**src/rtl/prefetch_buffer_if.sv**
```systemverilog
// Signal bundle linking the prefetch buffer to the prediction table, the L2 read port
// and the data-cache miss path. The master modport is the prefetch buffer's own view.
interface prefetch_buffer_if;
    logic [31:0]  pf_addr;
    logic         pf_en;
    logic         demand_busy;
    logic         mem_read;
    logic [31:0]  mem_addr;
    logic [255:0] mem_rdata;
    logic         mem_resp;
    logic [31:0]  lookup_addr;
    logic         lookup_valid;
    logic         lookup_hit;
    logic [255:0] lookup_data;
    logic         req_full;

    modport master (
        input  pf_addr, pf_en, demand_busy, mem_rdata, mem_resp, lookup_addr, lookup_valid,
        output mem_read, mem_addr, lookup_hit, lookup_data, req_full
    );

    modport slave (
        output pf_addr, pf_en, demand_busy, mem_rdata, mem_resp, lookup_addr, lookup_valid,
        input  mem_read, mem_addr, lookup_hit, lookup_data, req_full
    );
endinterface

```
**src/rtl/prefetch_buffer.sv**
```systemverilog
// Stride-prefetch consumer: queues de-duplicated prefetch lines, fetches them over L2
// when demand misses leave the port free, and holds returned lines for cache probes.
module prefetch_buffer #(
    parameter int DEPTH = 4,
    parameter int LINES = 4
) (
    input logic              clk,
    input logic              rst_n,
    prefetch_buffer_if.master bus
);
    localparam int PW = $clog2(DEPTH);
    localparam int LW = $clog2(LINES);

    typedef enum logic [1:0] {IDLE, ISSUE, WRITE} state_t;

    state_t           state;
    state_t           state_next;
    logic [26:0]      fifo_line [DEPTH];
    logic [PW-1:0]    head;
    logic [PW-1:0]    tail;
    logic [PW:0]      count;
    logic [26:0]      buf_tag [LINES];
    logic [255:0]     buf_data [LINES];
    logic [LINES-1:0] buf_valid;
    logic [LW-1:0]    victim;
    logic [255:0]     resp_data;

    logic [26:0]      pf_line;
    logic [26:0]      lookup_line;
    logic             full;
    logic             in_fifo;
    logic             in_buf;
    logic             push;
    logic             pop;
    logic             hit;
    logic [LW-1:0]    hit_idx;
    logic [255:0]     hit_data;
    logic             unused_bits;

    assign pf_line     = bus.pf_addr[31:5];
    assign lookup_line = bus.lookup_addr[31:5];
    assign unused_bits = ^{bus.pf_addr[4:0], bus.lookup_addr[4:0]};
    assign full        = (count == (PW+1)'(DEPTH));

    // An entry is live when its distance from head is below the occupancy count.
    always_comb begin
        in_fifo = 1'b0;
        for (int i = 0; i < DEPTH; i++) begin
            if (({1'b0, PW'(i) - head} < count) && (fifo_line[i] == pf_line)) begin
                in_fifo = 1'b1;
            end
        end
        in_buf = 1'b0;
        for (int i = 0; i < LINES; i++) begin
            if (buf_valid[i] && (buf_tag[i] == pf_line)) begin
                in_buf = 1'b1;
            end
        end
    end

    assign push = bus.pf_en && !full && !in_fifo && !in_buf;

    always_comb begin
        hit      = 1'b0;
        hit_idx  = '0;
        hit_data = '0;
        for (int i = 0; i < LINES; i++) begin
            if (!hit && buf_valid[i] && (buf_tag[i] == lookup_line)) begin
                hit      = 1'b1;
                hit_idx  = LW'(i);
                hit_data = buf_data[i];
            end
        end
    end

    assign bus.lookup_hit  = hit;
    assign bus.lookup_data = hit_data;
    assign bus.req_full    = full;
    assign bus.mem_read    = (state == ISSUE);
    assign bus.mem_addr    = (state == ISSUE) ? {fifo_line[head], 5'b0} : 32'd0;

    always_comb begin
        state_next = state;
        pop        = 1'b0;
        unique case (state)
            IDLE:    if ((count != '0) && !bus.demand_busy) state_next = ISSUE;
            ISSUE:   if (bus.mem_resp) state_next = WRITE;
            WRITE: begin
                pop        = 1'b1;
                state_next = IDLE;
            end
            default: state_next = IDLE;
        endcase
    end

    // Write is ordered after consume so a fill into the slot being consumed leaves it valid.
    always_ff @(posedge clk or negedge rst_n) begin
        if (!rst_n) begin
            state     <= IDLE;
            head      <= '0;
            tail      <= '0;
            count     <= '0;
            buf_valid <= '0;
            victim    <= '0;
        end else begin
            state <= state_next;
            if (push) tail <= tail + 1'b1;
            if (pop) head <= head + 1'b1;
            count <= count + (PW+1)'(push) - (PW+1)'(pop);
            if (bus.lookup_valid && hit) buf_valid[hit_idx] <= 1'b0;
            if (state == WRITE) begin
                buf_valid[victim] <= 1'b1;
                victim            <= victim + 1'b1;
            end
        end
    end

    always_ff @(posedge clk) begin
        if (push) fifo_line[tail] <= pf_line;
        if ((state == ISSUE) && bus.mem_resp) resp_data <= bus.mem_rdata;
        if (state == WRITE) begin
            buf_tag[victim]  <= fifo_line[head];
            buf_data[victim] <= resp_data;
        end
    end
endmodule

```
**src/flat_wrapper.sv**
```systemverilog
// flat-port wrapper written by rule: the top's interface ports become plain ports
module prefetch_buffer_flat 
#(
    parameter int DEPTH = 4,
    parameter int LINES = 4
)
  (clk, rst_n, bus_pf_addr, bus_pf_en, bus_demand_busy, bus_mem_rdata, bus_mem_resp, bus_lookup_addr, bus_lookup_valid, bus_mem_read, bus_mem_addr, bus_lookup_hit, bus_lookup_data, bus_req_full);
  prefetch_buffer_if bus_i ();
  input logic clk;
  input logic rst_n;
  input wire logic [$bits(bus_i.pf_addr)-1:0] bus_pf_addr;
  input wire logic [$bits(bus_i.pf_en)-1:0] bus_pf_en;
  input wire logic [$bits(bus_i.demand_busy)-1:0] bus_demand_busy;
  input wire logic [$bits(bus_i.mem_rdata)-1:0] bus_mem_rdata;
  input wire logic [$bits(bus_i.mem_resp)-1:0] bus_mem_resp;
  input wire logic [$bits(bus_i.lookup_addr)-1:0] bus_lookup_addr;
  input wire logic [$bits(bus_i.lookup_valid)-1:0] bus_lookup_valid;
  output wire logic [$bits(bus_i.mem_read)-1:0] bus_mem_read;
  output wire logic [$bits(bus_i.mem_addr)-1:0] bus_mem_addr;
  output wire logic [$bits(bus_i.lookup_hit)-1:0] bus_lookup_hit;
  output wire logic [$bits(bus_i.lookup_data)-1:0] bus_lookup_data;
  output wire logic [$bits(bus_i.req_full)-1:0] bus_req_full;
  assign bus_i.pf_addr = bus_pf_addr;
  assign bus_i.pf_en = bus_pf_en;
  assign bus_i.demand_busy = bus_demand_busy;
  assign bus_i.mem_rdata = bus_mem_rdata;
  assign bus_i.mem_resp = bus_mem_resp;
  assign bus_i.lookup_addr = bus_lookup_addr;
  assign bus_i.lookup_valid = bus_lookup_valid;
  assign bus_mem_read = bus_i.mem_read;
  assign bus_mem_addr = bus_i.mem_addr;
  assign bus_lookup_hit = bus_i.lookup_hit;
  assign bus_lookup_data = bus_i.lookup_data;
  assign bus_req_full = bus_i.req_full;
  prefetch_buffer #(.DEPTH(DEPTH), .LINES(LINES)) u_core (.clk(clk), .rst_n(rst_n), .bus(bus_i));
endmodule
```
**config.mk**
```make
export PLATFORM = sky130hd
export DESIGN_NAME = prefetch_buffer_flat
export DESIGN_NICKNAME = d
export VERILOG_FILES = /design/src/rtl/prefetch_buffer_if.sv /design/src/rtl/prefetch_buffer.sv /design/src/flat_wrapper.sv
export SDC_FILE = /design/constraint.sdc
export NUM_CORES = 1
export LEC_CHECK = 0
export CAP_MARGIN = 0
export CORE_UTILIZATION = 40
export CTS_BUF_LIST = sky130_fd_sc_hd__clkbuf_8
export DETAILED_ROUTE_END_ITERATION = 10
export PLACE_DENSITY = 0.66
export SYNTH_ARGS = -nofsm -noshare
export SYNTH_HDL_FRONTEND = slang
export SYNTH_SLANG_ARGS = --single-unit
```
**constraint.sdc**
```tcl
create_clock -name clk -period 10.8 [get_ports clk]
set_input_delay 2.16 -clock clk [delete_from_list [all_inputs] [get_ports clk]]
set_output_delay 2.16 -clock clk [all_outputs]
set_load 0.005 [all_outputs]
```
After elaboration in Yosys (flattened, before gate mapping). Memories as Yosys holds them, arrays and structs flattened. Cells that the tools add are included.

Word-level logic and storage cells: 113. Bits in read-only memories: 0. Register bits: 271. Input bits: 326. Latch bits: 0. Bits in writable memories: 1240. Memories: 3.

Memories: u_core.buf_data (depth 4, width 256, read ports 4, clocked after Yosys merged registers in 0, wr ports 1, RTL line prefetch_buffer.sv:23) `logic [255:0] buf_data [LINES];`; u_core.buf_tag (depth 4, width 27, read ports 4, clocked after Yosys merged registers in 0, wr ports 1, RTL line prefetch_buffer.sv:22) `logic [26:0] buf_tag [LINES];`; u_core.fifo_line (depth 4, width 27, read ports 5, clocked after Yosys merged registers in 0, wr ports 1, RTL line prefetch_buffer.sv:18) `logic [26:0] fifo_line [DEPTH];`.

Equality and inequality tests: 17. Mux-type cells: 33. Reductions and logical operators: 33. Bitwise operators: 3. Shift-type cells: 0. Magnitude comparators: 8. Divide/modulo/power cells: 0. $mul: 0. $add $sub $neg: 9.

Operator list (number): 2-to-1 mux 256 bit (4); == test 27 bit (12); 2-to-1 mux 32 bit (1); logical AND 1 bit (23); 2-to-1 mux 1 bit (19); less-than comparator 2 x 3 -> 1 bit (4); 2-to-1 mux 2 bit (4); 2-to-1 mux 4 bit (2); zero test 1 bit (7); adder 2 x 1 -> 2 bit, second input constant (3); less-than comparator 2 x 3 -> 1 bit, second input constant (2); AND 4 bit (1); demux 1 bit (select 2 bit) (2); greater-or-equal comparator 2 x 1 -> 1 bit, second input constant (2); inverter 4 bit (1); OR 4 bit (1); case mux 2 bit (2 select lines) (1); subtractor 1 x 2 -> 2 bit, first input constant (2); subtractor 2 bit, first input constant (2); adder 3 x 1 -> 3 bit (1); == test 3 bit, second input constant (1); nonzero test 3 bit (1); subtractor 3 x 1 -> 3 bit (1); == test 2 x 1 -> 1 bit, second input constant (1); other kinds (5) (5).

Logic depth before layout (Yosys ltp). An unclocked memory read counts as a cell.

Word-level depth: 25. Gate-level depth with buffers: 14.

Worst setup path before layout. No wires, ideal clock.

Kind: input-to-reg. Start point: input port bus_mem_resp. End point: register u_core.resp_data[0] (enable). Stages: 1. Required time: 10.150 ns. Arrival time: 7.946 ns. Slack: 2.205 ns. Path through: and2_1.

Cells in the longest elaborated chain, start to end: 1.

Ends and longest elaborated chain: from (decl) (RTL line flat_wrapper.sv:15) `input wire logic [$bits(bus_i.mem_resp)-1:0] bus_mem_resp;`; logical AND 1 bit (RTL line prefetch_buffer.sv:120) `if ((state == ISSUE) && bus.mem_resp) resp_data <= bus.mem_rdata;`; to (signal assigned) (RTL line prefetch_buffer.sv:120); to (decl) (RTL line prefetch_buffer.sv:26) `logic [255:0] resp_data;`.

No other way between the ends. A chain may end at the register's enable or synchronous reset.

Final worst setup path.
Start point: input port bus_lookup_addr[19]. End point: output port bus_lookup_data[146].

Cells in the longest elaborated chain, start to end: 15. Elaborated cells on any way between the ends: 21.

Ends and longest elaborated chain: from (decl) (RTL line flat_wrapper.sv:16) `input wire logic [$bits(bus_i.lookup_addr)-1:0] bus_lookup_addr;`; == test 27 bit (RTL line prefetch_buffer.sv:68) `if (!hit && buf_valid[i] && (buf_tag[i] == lookup_line)) begin`; logical AND 1 bit (RTL line prefetch_buffer.sv:68); 2-to-1 mux 1 bit (RTL line prefetch_buffer.sv:68); zero test 1 bit (RTL line prefetch_buffer.sv:68); logical AND 1 bit (2 in a row) (RTL line prefetch_buffer.sv:68); 2-to-1 mux 1 bit (RTL line prefetch_buffer.sv:68); zero test 1 bit (RTL line prefetch_buffer.sv:68); logical AND 1 bit (2 in a row) (RTL line prefetch_buffer.sv:68); 2-to-1 mux 1 bit (RTL line prefetch_buffer.sv:68); zero test 1 bit (RTL line prefetch_buffer.sv:68); logical AND 1 bit (2 in a row) (RTL line prefetch_buffer.sv:68); 2-to-1 mux 256 bit (*) (RTL line prefetch_buffer.sv:68); to (decl) (RTL line flat_wrapper.sv:21) `output wire logic [$bits(bus_i.lookup_data)-1:0] bus_lookup_data;`.

Mark *: on every way between the ends. The rest lies on a longest branch, timed or not.

==> summary.md <==
| Metric | Value |
|---|---|
| Run status | finished, final reports clean |
| DR DRC count | 0 |
| Number of synthesized flops with an enable pin | 1496 |
| Synth Cell Area | 57310 um^2 |
| Peak VDD IR | 0.1275 mV |
| Max Cap Viol | 0 |
| Gr usage total | 0.2041 |
| Post-CTS sizing | 0 |
| Pre-Repair DR Iteration Count | 5 |
| Routed WL per cell | 24.80 um |
| Remaining antenna violation count | 0 |
| Clock Sinks | 1511 |
| First-pass GRT wire length | 217300 um |
| Vias | 32305 |
| Fill count | 11878 |
| Synth top area share | 0.7838 |
| CP Capture Type | output pin |
| Initial Util | 0.4038 |
| Unrepaired setup endpoints after global routing | false |
| PD cells | 194.8 nW/um^2 |
| Dpl cell area | 65230 um^2 |
| Setup violations, final | 0 |
| Sequential-to-total area share from yosys stat | 0.7904 |
| Arr. time, crit path | 6840 ps |
| WHS | 458.5 ps |
| CTS tree | yes |
| Top-count cell post-synth | edfxtp_1 |
| Die Wd | 380.5 um |
| Clock slew at reported path FFs | 60 ps |
| Post-Synthesis Cells | 3328 |
| FP Rows | 138 |
| Worst Path Required | 8640 ps |
| Util after Layout | 0.4907 |
| Synthesized flop and latch total | 1511 |
| Pre-CTS setup slack | 1771 ps |
| Final wirelength | 150800 um |
| Hold_buf cts | 0 |
| Synthesis-to-layout area growth | 21.52% |
| Multi-input gate area | 11040 um^2 |
| Starting DRC count in detailed routing | 2929 |
| Core region area | 141900 um^2 |
| Peak Freq | 0.1111 GHz |
| Final #Nets | 4330 |
| HP Class | register to register |
| Final hold vios | 0 |
| Synth Warn # | 0 |
| Ys async rst share | 0.009927 |
| Initial antenna violation count | 26 |
| Top cells by count, synth | edfxtp_1 (1496), a21oi_1 (261), a221o_1 (256) |
| Fin crit period | 9000 ps |
| Post-synth top flop | edfxtp_1 |
| Tcrit/Tclk final | 0.8333 |
| Non-Filler Instances | 6081 |
| Area contributors post-synth | edfxtp_1 (78%), a221o_1 (4.5%), xnor2_1 (3.3%) |
| Worst Skew | 45.58 ps |
| Cell taking the most area after synthesis | edfxtp_1 |
| Actual slew at the worst max-slew pin | 1186 ps |
| IO Port Bufs | 601 |
| # H-tree levels | 4 |
| Placed cells | 5642 |
| CP Max Fanout | 79 |
| Vias in the first global route | 32065 |
| Leakage power | 22.33 nW |
| Total Power | 13.57 mW |
| Largest net degree at the start of global routing | 191 |
| GRT Residual Overflow | 0 |
| Max Slew Vio Count | 0 |
| I/O pin total | 617 |
| Setup_tns | 0 ps |
| CP Launch Type | input pin |
| Die Span Y | 380.5 um |
| Skew-Pair Late Insertion Delay | 950 ps |
| Dpl hpwl | 89650 um |
| Clk buf depth | 3 |
| Vias per inst | 5.312 |
| Reg2Reg Depth | 9 |
| Total die area | 144800 um^2 |
| Slew HR | 0.2058 |
| Crit Path Class | input pin to output pin |
| Layout cells sized above 1 | 0.08971 |
| Hold path depth | 0 |
| Root buffer cell | clkbuf_8 |
| Register area | 45300 um^2 |
| Routability cong. | 0.9009 |
| Post-route cell area | 69650 um^2 |
| Synth cell types | 37 |
| Final setup margin | 1800 ps |
| Postcts setup bufs | 0 |
| Syn Area/Cell | 17.22 um^2 |
| Num CTS Buffers | 235 |
## report_power, final
part           internal (mW)  switching, mW  total, mW
combinational          0.498          0.897       1.39
sequential              7.35          0.324       7.68
clock                   2.27           2.23       4.50
total                   10.1           3.45       13.6
## worst max-delay path, cell delays in order
cell             delay, ps
clkdlybuf4s50_1        660
xnor2_1                170
nand4_1                190
nor3_1                 740
and2_4                 460
or4_4                  870
buf_4                  570
nor2_1                  70
a21oi_1                200
clkdlybuf4s50_1        540
## final timing paths
kind	startpoint	to	slack, ps
min in group asynchronous	rst_n	u_core.count[2]	1720
max in group asynchronous	rst_n	u_core.head[0]	8480
worst min register to register	u_core.resp_data[38]	u_core.buf_data[0][38]	460
worst max-delay path	bus_lookup_addr[19]	bus_lookup_data[146]	1800
worst max register to register	u_core.head[0]	u_core.fifo_line[2][23]	6380
worst min-delay path	u_core.resp_data[38]	u_core.buf_data[0][38]	460
## cells by family after synthesis
kind of cell	share of synthesized area
flops	0.7904
compound gates	0.08207
simple gates	0.04454
xor+xnor	0.05058
buf+inv	0.01814
mux	0.01081
fa+ha+maj	0.003406
other cells	0.00006543
## state kept, by name, summed over array words and instances (netlist names)
| name | flops |
|---|---|
| u_core.buf_tag | 108 |
| u_core.victim | 2 |
| u_core.fifo_line | 108 |
| u_core.buf_data | 1024 |
| u_core.resp_data | 256 |
| u_core.count | 3 |
| u_core.tail | 2 |
| u_core.head | 2 |
| u_core.buf_valid | 4 |
| u_core.state | 2 |
## per-layer routing
| layer | share of wire | global-route usage |
|---|---|---|
| met5 | 0.00094 | 0 |
| met4 | 0.030 | 0.07482 |
| met3 | 0.083 | 0.05875 |
| met2 | 0.48 | 0.3221 |
| met1 | 0.41 | 0.2681 |
## cells in the final DEF (no fill, tap or decap), types with 13 or more instances in the layout
cell type,n
inv_1,91
a21oi_1,261
a221o_1,256
o21ai_0,85
clkinv_2,23
nor4_1,36
o21ai_1,60
nor2_1,148
mux4_2,27
dfrtp_1,13
xor2_1,118
xnor2_1,213
clkbuf_8,236
nand2_1,118
clkdlybuf4s50_1,601
and2_1,28
nand3_1,115
buf_12,13
clkinv_1,64
edfxtp_1,1496
buf_4,27
ha_1,14
nand4_1,61
## final cells by class
class	count	area share
diodes	11	0.0003952
flip-flops and latches	1511	0.6504
well taps	1890	0.03395
multi-input cells	1588	0.1585
clock buffers	236	0.04664
inverters	12	0.0006467
repair buffers	641	0.09302
clock inverters	192	0.01640
(Power assumes the default switching activity.)
